File: src/rtl/mem_rr_arbiter.sv
// Round-robin arbiter sharing one single-port memory among NUM_REQ requesters.
// One registered issue per cycle; read data returns RD_LATENCY+1 cycles after issue.
module mem_rr_arbiter #(
  parameter int NUM_REQ    = 4,
  parameter int ADDR_W     = 2,
  parameter int DATA_W     = 8,
  parameter int RD_LATENCY = 1
) (
  input  logic                      clk,
  input  logic                      reset,
  input  logic [NUM_REQ-1:0]        req,
  input  logic [NUM_REQ-1:0]        req_we,
  input  logic [NUM_REQ*ADDR_W-1:0] req_addr,
  input  logic [NUM_REQ*DATA_W-1:0] req_wdata,
  output logic [NUM_REQ-1:0]        gnt,
  output logic [NUM_REQ-1:0]        rsp_valid,
  output logic [DATA_W-1:0]         rsp_rdata,
  output logic                      mem_wr_en,
  output logic                      mem_rd_en,
  output logic [ADDR_W-1:0]         mem_addr,
  output logic [DATA_W-1:0]         mem_wdata,
  input  logic [DATA_W-1:0]         mem_rdata
);

  localparam int IDX_W = (NUM_REQ > 1) ? $clog2(NUM_REQ) : 1;
  localparam logic [IDX_W:0]   NUM_REQ_W = (IDX_W+1)'(NUM_REQ);
  localparam logic [IDX_W-1:0] LAST_IDX  = IDX_W'(NUM_REQ - 1);

  logic [ADDR_W-1:0] addr_arr  [NUM_REQ];
  logic [DATA_W-1:0] wdata_arr [NUM_REQ];

  for (genvar i = 0; i < NUM_REQ; i++) begin : g_slice
    assign addr_arr[i]  = req_addr[i*ADDR_W +: ADDR_W];
    assign wdata_arr[i] = req_wdata[i*DATA_W +: DATA_W];
  end

  logic [NUM_REQ-1:0] gnt_q, gnt_d;
  logic [NUM_REQ-1:0] rsp_valid_q, rsp_valid_d;
  logic [DATA_W-1:0]  rsp_rdata_q, rsp_rdata_d;
  logic               mem_wr_en_q, mem_wr_en_d;
  logic               mem_rd_en_q, mem_rd_en_d;
  logic [ADDR_W-1:0]  mem_addr_q, mem_addr_d;
  logic [DATA_W-1:0]  mem_wdata_q, mem_wdata_d;
  logic [IDX_W-1:0]   ptr_q, ptr_d;
  logic [IDX_W-1:0]   issue_idx_q, issue_idx_d;

  logic [RD_LATENCY-1:0] tag_vld_q;
  logic [IDX_W-1:0]      tag_idx_q [RD_LATENCY];

  logic [NUM_REQ-1:0] elig;
  logic               win_vld;
  logic [IDX_W-1:0]   win_idx;
  logic [IDX_W:0]     cand;

  // Last cycle's grantee is masked so nobody is issued twice in a row.
  always_comb begin
    elig    = req & ~gnt_q;
    win_vld = 1'b0;
    win_idx = '0;
    cand    = '0;
    for (int k = 0; k < NUM_REQ; k++) begin
      cand = {1'b0, ptr_q} + (IDX_W+1)'(k);
      if (cand >= NUM_REQ_W) cand = cand - NUM_REQ_W;
      if (!win_vld && elig[cand[IDX_W-1:0]]) begin
        win_vld = 1'b1;
        win_idx = cand[IDX_W-1:0];
      end
    end
  end

  always_comb begin
    gnt_d       = '0;
    mem_wr_en_d = 1'b0;
    mem_rd_en_d = 1'b0;
    mem_addr_d  = mem_addr_q;
    mem_wdata_d = mem_wdata_q;
    ptr_d       = ptr_q;
    issue_idx_d = issue_idx_q;
    if (win_vld) begin
      gnt_d[win_idx] = 1'b1;
      mem_wr_en_d    = req_we[win_idx];
      mem_rd_en_d    = ~req_we[win_idx];
      mem_addr_d     = addr_arr[win_idx];
      mem_wdata_d    = wdata_arr[win_idx];
      issue_idx_d    = win_idx;
      ptr_d          = (win_idx == LAST_IDX) ? '0 : win_idx + 1'b1;
    end
    rsp_valid_d = '0;
    rsp_rdata_d = rsp_rdata_q;
    if (tag_vld_q[RD_LATENCY-1]) begin
      rsp_valid_d[tag_idx_q[RD_LATENCY-1]] = 1'b1;
      rsp_rdata_d                          = mem_rdata;
    end
  end

  always_ff @(posedge clk) begin
    if (reset) begin
      gnt_q       <= '0;
      rsp_valid_q <= '0;
      rsp_rdata_q <= '0;
      mem_wr_en_q <= 1'b0;
      mem_rd_en_q <= 1'b0;
      mem_addr_q  <= '0;
      mem_wdata_q <= '0;
      ptr_q       <= '0;
      issue_idx_q <= '0;
      tag_vld_q   <= '0;
      for (int s = 0; s < RD_LATENCY; s++) tag_idx_q[s] <= '0;
    end else begin
      gnt_q       <= gnt_d;
      rsp_valid_q <= rsp_valid_d;
      rsp_rdata_q <= rsp_rdata_d;
      mem_wr_en_q <= mem_wr_en_d;
      mem_rd_en_q <= mem_rd_en_d;
      mem_addr_q  <= mem_addr_d;
      mem_wdata_q <= mem_wdata_d;
      ptr_q       <= ptr_d;
      issue_idx_q <= issue_idx_d;
      // Stage 0 is loaded while the read strobe is on the memory port.
      tag_vld_q[0] <= mem_rd_en_q;
      tag_idx_q[0] <= issue_idx_q;
      for (int s = 1; s < RD_LATENCY; s++) begin
        tag_vld_q[s] <= tag_vld_q[s-1];
        tag_idx_q[s] <= tag_idx_q[s-1];
      end
    end
  end

  assign gnt       = gnt_q;
  assign rsp_valid = rsp_valid_q;
  assign rsp_rdata = rsp_rdata_q;
  assign mem_wr_en = mem_wr_en_q;
  assign mem_rd_en = mem_rd_en_q;
  assign mem_addr  = mem_addr_q;
  assign mem_wdata = mem_wdata_q;

endmodule

File: config.mk
export PLATFORM = sky130hd
export DESIGN_NAME = mem_rr_arbiter
export DESIGN_NICKNAME = d
export VERILOG_FILES = /design/src/rtl/mem_rr_arbiter.sv
export SDC_FILE = /design/constraint.sdc
export NUM_CORES = 1
export LEC_CHECK = 0
export CORE_ASPECT_RATIO = 1.25
export CORE_MARGIN = 4
export CORE_UTILIZATION = 35
export DETAILED_ROUTE_END_ITERATION = 8
export PLACE_DENSITY = 0.79
export SETUP_SLACK_MARGIN = 0.2
export SLEW_MARGIN = 0
export SYNTH_ARGS = -nofsm -noshare
export SYNTH_HDL_FRONTEND = slang
export SYNTH_SLANG_ARGS = --single-unit
File: constraint.sdc
create_clock -name clk -period 2 [get_ports clk]
set_input_delay 0.3 -clock clk [delete_from_list [all_inputs] [get_ports clk]]
set_output_delay 0.3 -clock clk [all_outputs]
set_load 0.005 [all_outputs]
==> results.cfg <==
[outcome]
outcome = finished clean

[min_path]
hp-start = tag_idx_q[0][1]
hold_depth = 1
worst_hold_path.endpoint = rsp_valid[1]
holdCritPathClass = flip-flop to flip-flop

[setup_path]
end_kind = flip-flop
slowest_delay_ns = 0.56
critPathKind = flip-flop to flip-flop
cp.required_ns = 2.18
rr_worst_depth = 6
r2r_setup_slack_ns = 0.19
reg2reg_to = mem_wdata[7]
path_max_fanout = 7
cp_top_family = simple AND/OR/NAND/NOR gates
slowest_stage = or4b_4
arrival_ns = 1.99
worstPathCellList = or4b_4, o21ai_4, or3_4, buf_6, mux2i_2, a2111oi_2
start_kind = flip-flop
critPathBufInv = 1
r2r_start = gnt[0]

[yosys]
synthFlopType = dfxtp_1
synth.distinct_cells = 39
synth_xor_area_share_pct = 0
synth_simple_gate_area_share_pct = 21.3
synth_top_family_by_area = simple AND/OR/NAND/NOR gates
synth_fp_nets = 234
ys_seq_area_share_pct = 42.3
synth_top_area_cell = dfxtp_1
avgSynthCellArea_um2 = 9.52
synth.most_common_cell = nor2_1
netlist_area_um2 = 1660
yosysTopAreaCellShare_pct = 42.3
synth_edf_count = 0
synthMuxAreaShare_pct = 11.5
ys_top_cells_by_count = nor2_1 (36), dfxtp_1 (35), mux2i_1 (19), o21bai_1 (10), nor2b_1 (8)
async_flop_share_pct = 0
syn_inst = 174
synth-compound-area-share_pct = 18.4
synth-seq-cells = 35
yosys-top-cells-area = dfxtp_1 (42%), mux2i_1 (11%), nor2_1 (8.2%)
synthAdderAreaFrac_pct = 1.51
ys_warn_count = 0

[global_routing]
met2_usage_pct = 32.0
antenna_found_initial = 0
grt_use_met3_pct = 4.50
grt.total_usage_pct = 17.5
grt_busiest_layer = met2
use_met1_pct = 19.9
grt_pass1_wl_um = 8400
grt_pass1_vias = 1778
grt_max_degree = 12
grt_overflow = 0

[floorplan]
die_width_um = 69.5
start_util_pct = 36.9
io-pin-count = 86
core-area_um2 = 4490
die-height_um = 84.9
die_area_um2 = 5900
num_rows = 27

[clocking]
cts_tree = yes
clkTransAtPathRegs_ns = 0.07
clk_latency_ns = 0.28
clock_sinks = 35
numCtsBuffers = 5
root_buffer = clkbuf_8
cts_hold_buf = 0
cts-htree-levels = 2
clockBufferDepth = 2

[sta]
setup_slack_ns = 0.193
finalSetupViolCount = 0
post-route-min-period_ns = 1.81
fin_skew_ns = 0.00231
fin_crit_sh_pct = 90.4
drv_slew = 0
fmax_mhz = 553
hold_viol = 0
maxSlewHeadroom_pct = 68.4
tns_ns = 0
worst_pin_slew_ns = 0.473
grt_setup_unrepaired = true
hold_ws_ns = 0.455

[routing]
drc = 0
wirelength_um = 5100
wl_per_cell_um = 14.8
drtIter0Drc = 54
ant_nets = 0
dr_total_vias = 1715
vias_per_cell = 4.97
drt_pass1_iterations = 4

[power_and_ir_drop]
p_sw_mw = 1.02
comb_power_share_pct = 49.8
p_total_mw = 2.99
ir_drop_mv = 0.576
p_sw_share_pct = 34.1
p_per_area_nw_per_um2 = 1020
power_frac_seq_pct = 33.8
p_int_mw = 1.97
power_leakage_nw = 1.16
pwr-share-clk_pct = 16.4

[place]
portBuffers = 85
place_hpwl_um = 3560
place_congestion = 0.791
pre_cts_slack_ns = -0.288

[layout]
layout-drive-gt1-share_pct = 23.0
fin_nets = 346
syn2layout_area_growth_pct = 77.6
n_antenna_cell = 0

[run]
cap_violations = 0
## flip-flops by register name (all words and copies together) (netlist names)
register / flops
mem_wdata: 8
rsp_rdata: 8
gnt: 4
rsp_valid: 4
issue_idx_q: 2
mem_addr: 2
ptr_q: 2
tag_idx_q: 2
mem_rd_en: 1
mem_wr_en: 1
tag_vld_q: 1
## power by group through the flow
stage | clock [mW] | combinational [mW] | sequential, mW
2_1_floorplan | 0 | 0.719 | 0.976
3_3_place_gp | 0 | 1.23 | 1.01
3_5_place_dp | 0 | 1.25 | 1.01
4_1_cts | 0.515 | 1.43 | 1.00
5_1_grt | 0.541 | 1.61 | 1.03
6_report | 0.490 | 1.49 | 1.01
## how the worst max path moves through the flow
stage | start | endpoint | slack (ns) | depth (start not counted)
detailed placement | req[0] | mem_wdata[1] | -0.29 | 6
global placement | req[0] | mem_wdata[1] | -0.20 | 6
finish | gnt[0] | mem_wdata[7] | 0.19 | 6
global route | gnt[2] | mem_wdata[2] | 0.12 | 7
floorplan | ptr_q[1] | ptr_q[1] | 0.20 | 8
CTS | ptr_q[0] | mem_addr[0] | 0.18 | 6
## through the flow
stage,cell area (um^2),util (%),instances
after floorplan,1670,-,174
after global placement,2680,59.7,330
after detailed placement,2680,59.7,330
after CTS,2900,64.6,345
after global routing,2940,65.5,345
final,2940,65.5,345
## layout make-up
class	count	area [um^2]
Fill cell	373	1550
Timing Repair Buffer	113	1070
Multi-Input combinational cell	129	997
Sequential cell	35	708
Clock buffer	6	72.6
Inverter	2	7.51
Clock inverter	2	12.5
Tap cell	58	72.6
## cells by family (layout without fill, tap and decap cells)
group | count (synthesis) | count (layout)
adders and majority gates | 2 | 2
buffers and inverters | 11 | 123
DFF | 35 | 35
and+or+nand+nor | 70 | 71
muxes | 19 | 19
AOI/OAI and AO/OA | 37 | 37
## layer usage
metal	part of all wire, %	wire length [um]
met5	0	0
met4	1.1	55
met3	5.5	281
met2	51	2610
met1	42	2160
## layout by cell type, fill, tap and decap left out, types with 2 or more instances in the layout
cell | Yosys | final
nor3_1 | 4 | 4
nand2b_1 | 5 | 4
buf_4 | 0 | 23
ha_1 | 2 | 2
clkdlybuf4s50_1 | 0 | 81
a2111oi_1 | 6 | 2
or3_4 | 1 | 2
dfxtp_1 | 35 | 31
buf_6 | 1 | 4
nor2_1 | 36 | 35
mux2i_1 | 19 | 17
nor2b_4 | 0 | 3
nand2_1 | 5 | 5
dlygate4sd2_1 | 0 | 4
and2_1 | 2 | 2
o21ai_0 | 4 | 4
a21oi_1 | 4 | 3
dfxtp_2 | 0 | 3
a2111oi_2 | 4 | 7
clkbuf_8 | 0 | 5
nor2b_1 | 8 | 5
mux2i_2 | 0 | 2
o21bai_1 | 10 | 10
## what timing repair did
item                                    in CTS  in global routing
buffers inserted                             5                  0
gates cloned                                 2                  0
gates resized for setup                     28                  7
pin swaps                                    7                  4
endpoints found under the setup margin      16                 15
Power figures use the tool's default switching activity.
==> patch: new RTL, same settings <==
Make the reset (`reset`) asynchronous in one clocked block.
--- a/src/rtl/mem_rr_arbiter.sv
+++ b/src/rtl/mem_rr_arbiter.sv
@@ -94,5 +94,5 @@
   end
 
-  always_ff @(posedge clk) begin
+  always_ff @(posedge clk or posedge reset) begin
     if (reset) begin
       gnt_q       <= '0;
Check against the original RTL: differs if reset is asserted again (counterexample within 4 cycles, from zero or initial values and one cycle with reset high); with reset held inactive, the same outputs for 10 cycles.
==> patch against the unedited design <==
- setup slack better by 0.056 ns
- combinational power is 72% higher
- synthesized cell count is 9.2% lower
- synthesized area is 7.6% higher
- fmax is 3.2% higher
- count of clock-buffer cells in the layout is 1 lower
- cell area is 4.1% higher
- sequential cell count stayed put
- routed wire length is 7.6% lower
- total power is 49% higher
- worst hold slack worse by 0.079 ns
- first-iteration DRC count is 22% lower
- sequential power is 26% higher
- critical endpoint is now mem_wdata[2]
- largest cell class unchanged
==> patch: results <==
outcome:
  status: "finished clean"
power:
  p_leak_nw: 1.350
  switching_share_pct: 33.26
  seqPwrFrac_pct: 28.6
  power.total_w: 0.004463
  vdd_drop_max_uv: 603.4
  powerComb_w: 0.00256
grt:
  grt_use_total_pct: 14.57
  grt.met3_usage_pct: 5.281
  grt_max_degree: 36
  met2_usage_pct: 25.59
  met1_usage_pct: 16.15
  grt_pass1_wl_mm: 7.182
route:
  highest_layer: "met4"
  wl_met1_mm: 1.854
  wirelength_mm: 4.714
  wl_met2_mm: 2.395
  viasPerCell: 5.028
  route.met3.wl_um: 402
  initialDrtViolationCount: 42
hold_path:
  whs_endpoint: "tag_idx_q[0]"
  hold_depth: 0
  hold_start: "issue_idx_q[0]"
finish:
  drive_above_1_share_pct: 24.06
  nNetsFinal: 324
  fin_cells: 326
timing:
  finalClockSkew_ns: 0.003414
  worst_slew_pin_slew_ns: 0.4417
critical_path:
  slowest_stage: "or3b_4"
  r2r-end: "mem_wdata[2]"
  ff2ff_setup_slack_ns: 0.25
  slowest_delay_ns: 0.43
  arrival_ns: 1.91
  reg2reg_from: "gnt[2]"
  path_max_fanout: 4
logic_synthesis:
  synth.distinct_cells: 38
  async_reset_ff_share_pct: 100.0
  synth_common_cells: "35 x dfrtp_1, 19 x nand2_1, 18 x nand3_1"
  seq_area_frac_synth_pct: 49.16
  synth.avg_cell_area_um2: 11.28
  synth.net_count: 217
  synth_area_leaders: "dfrtp_1 49%, mux2_2 9.5%, mux2i_1 7.3%, nand3_1 5.1%, nand2_1 4.0%"
placement:
  port_buffers: 85
  gp_congestion: 0.7744
  place_inst: 314
  dp.final_hpwl_mm: 3.531
  pre_cts_slack_ns: -0.1223
-- patch: logic make-up after synthesis --
family	after synthesis	synth area share [%]
multiplexers	30	18.47
flip-flops	35	49.16
AND/OR/NAND/NOR	60	17.21
adder cells (fa/ha/maj)	1	0.7021
AO/OA/AOI/OAI	20	10.32
buffers and inverters	12	4.143
-- patch: what timing repair did --
item | CTS | global route
setup buffers | 0 | 3
gates resized for setup | 2 | 13
cloned | 0 | 1
pin swaps | 1 | 6
endpoints found under the setup margin | 10 | 13
-- patch: worst max-delay path by stage --
stage,start,endpoint,slack [ns],cells after the start
final,gnt[2],mem_wdata[2],0.25,6
after global routing,gnt[2],mem_wdata[4],0.17,7
after CTS,req[2],mem_wdata[1],0.21,7
after detailed placement,req[1],mem_addr[0],-0.12,7
after global placement,req[2],mem_addr[1],-0.10,7
after floorplan,gnt[2],ptr_q[1],0.21,9
-- patch: final cells by class --
| class | instances | area [um2] |
|---|---|---|
| Clock buffer | 5 | 68.82 |
| Timing Repair Buffer | 108 | 1091 |
| Multi-Input combinational cell | 111 | 879.6 |
| Fill cell | 414 | 1773 |
| Inverter | 4 | 27.53 |
| Clock inverter | 3 | 43.79 |
| Sequential cell | 35 | 875.8 |
| Tap cell | 60 | 75.07 |
-- patch: metrics by stage --
| step | cell area (um2) | hold slack, ns | utilization (%) |
|---|---|---|---|
| after floorplan | 1782 | 0.3535 | - |
| after global placement | 2826 | 0.3577 | 58.46 |
| after detailed placement | 2826 | 0.3657 | 58.46 |
| after CTS | 2952 | 0.3821 | 61.05 |
| after global routing | 3062 | 0.4009 | 63.33 |
| final | 3062 | 0.3762 | 63.33 |
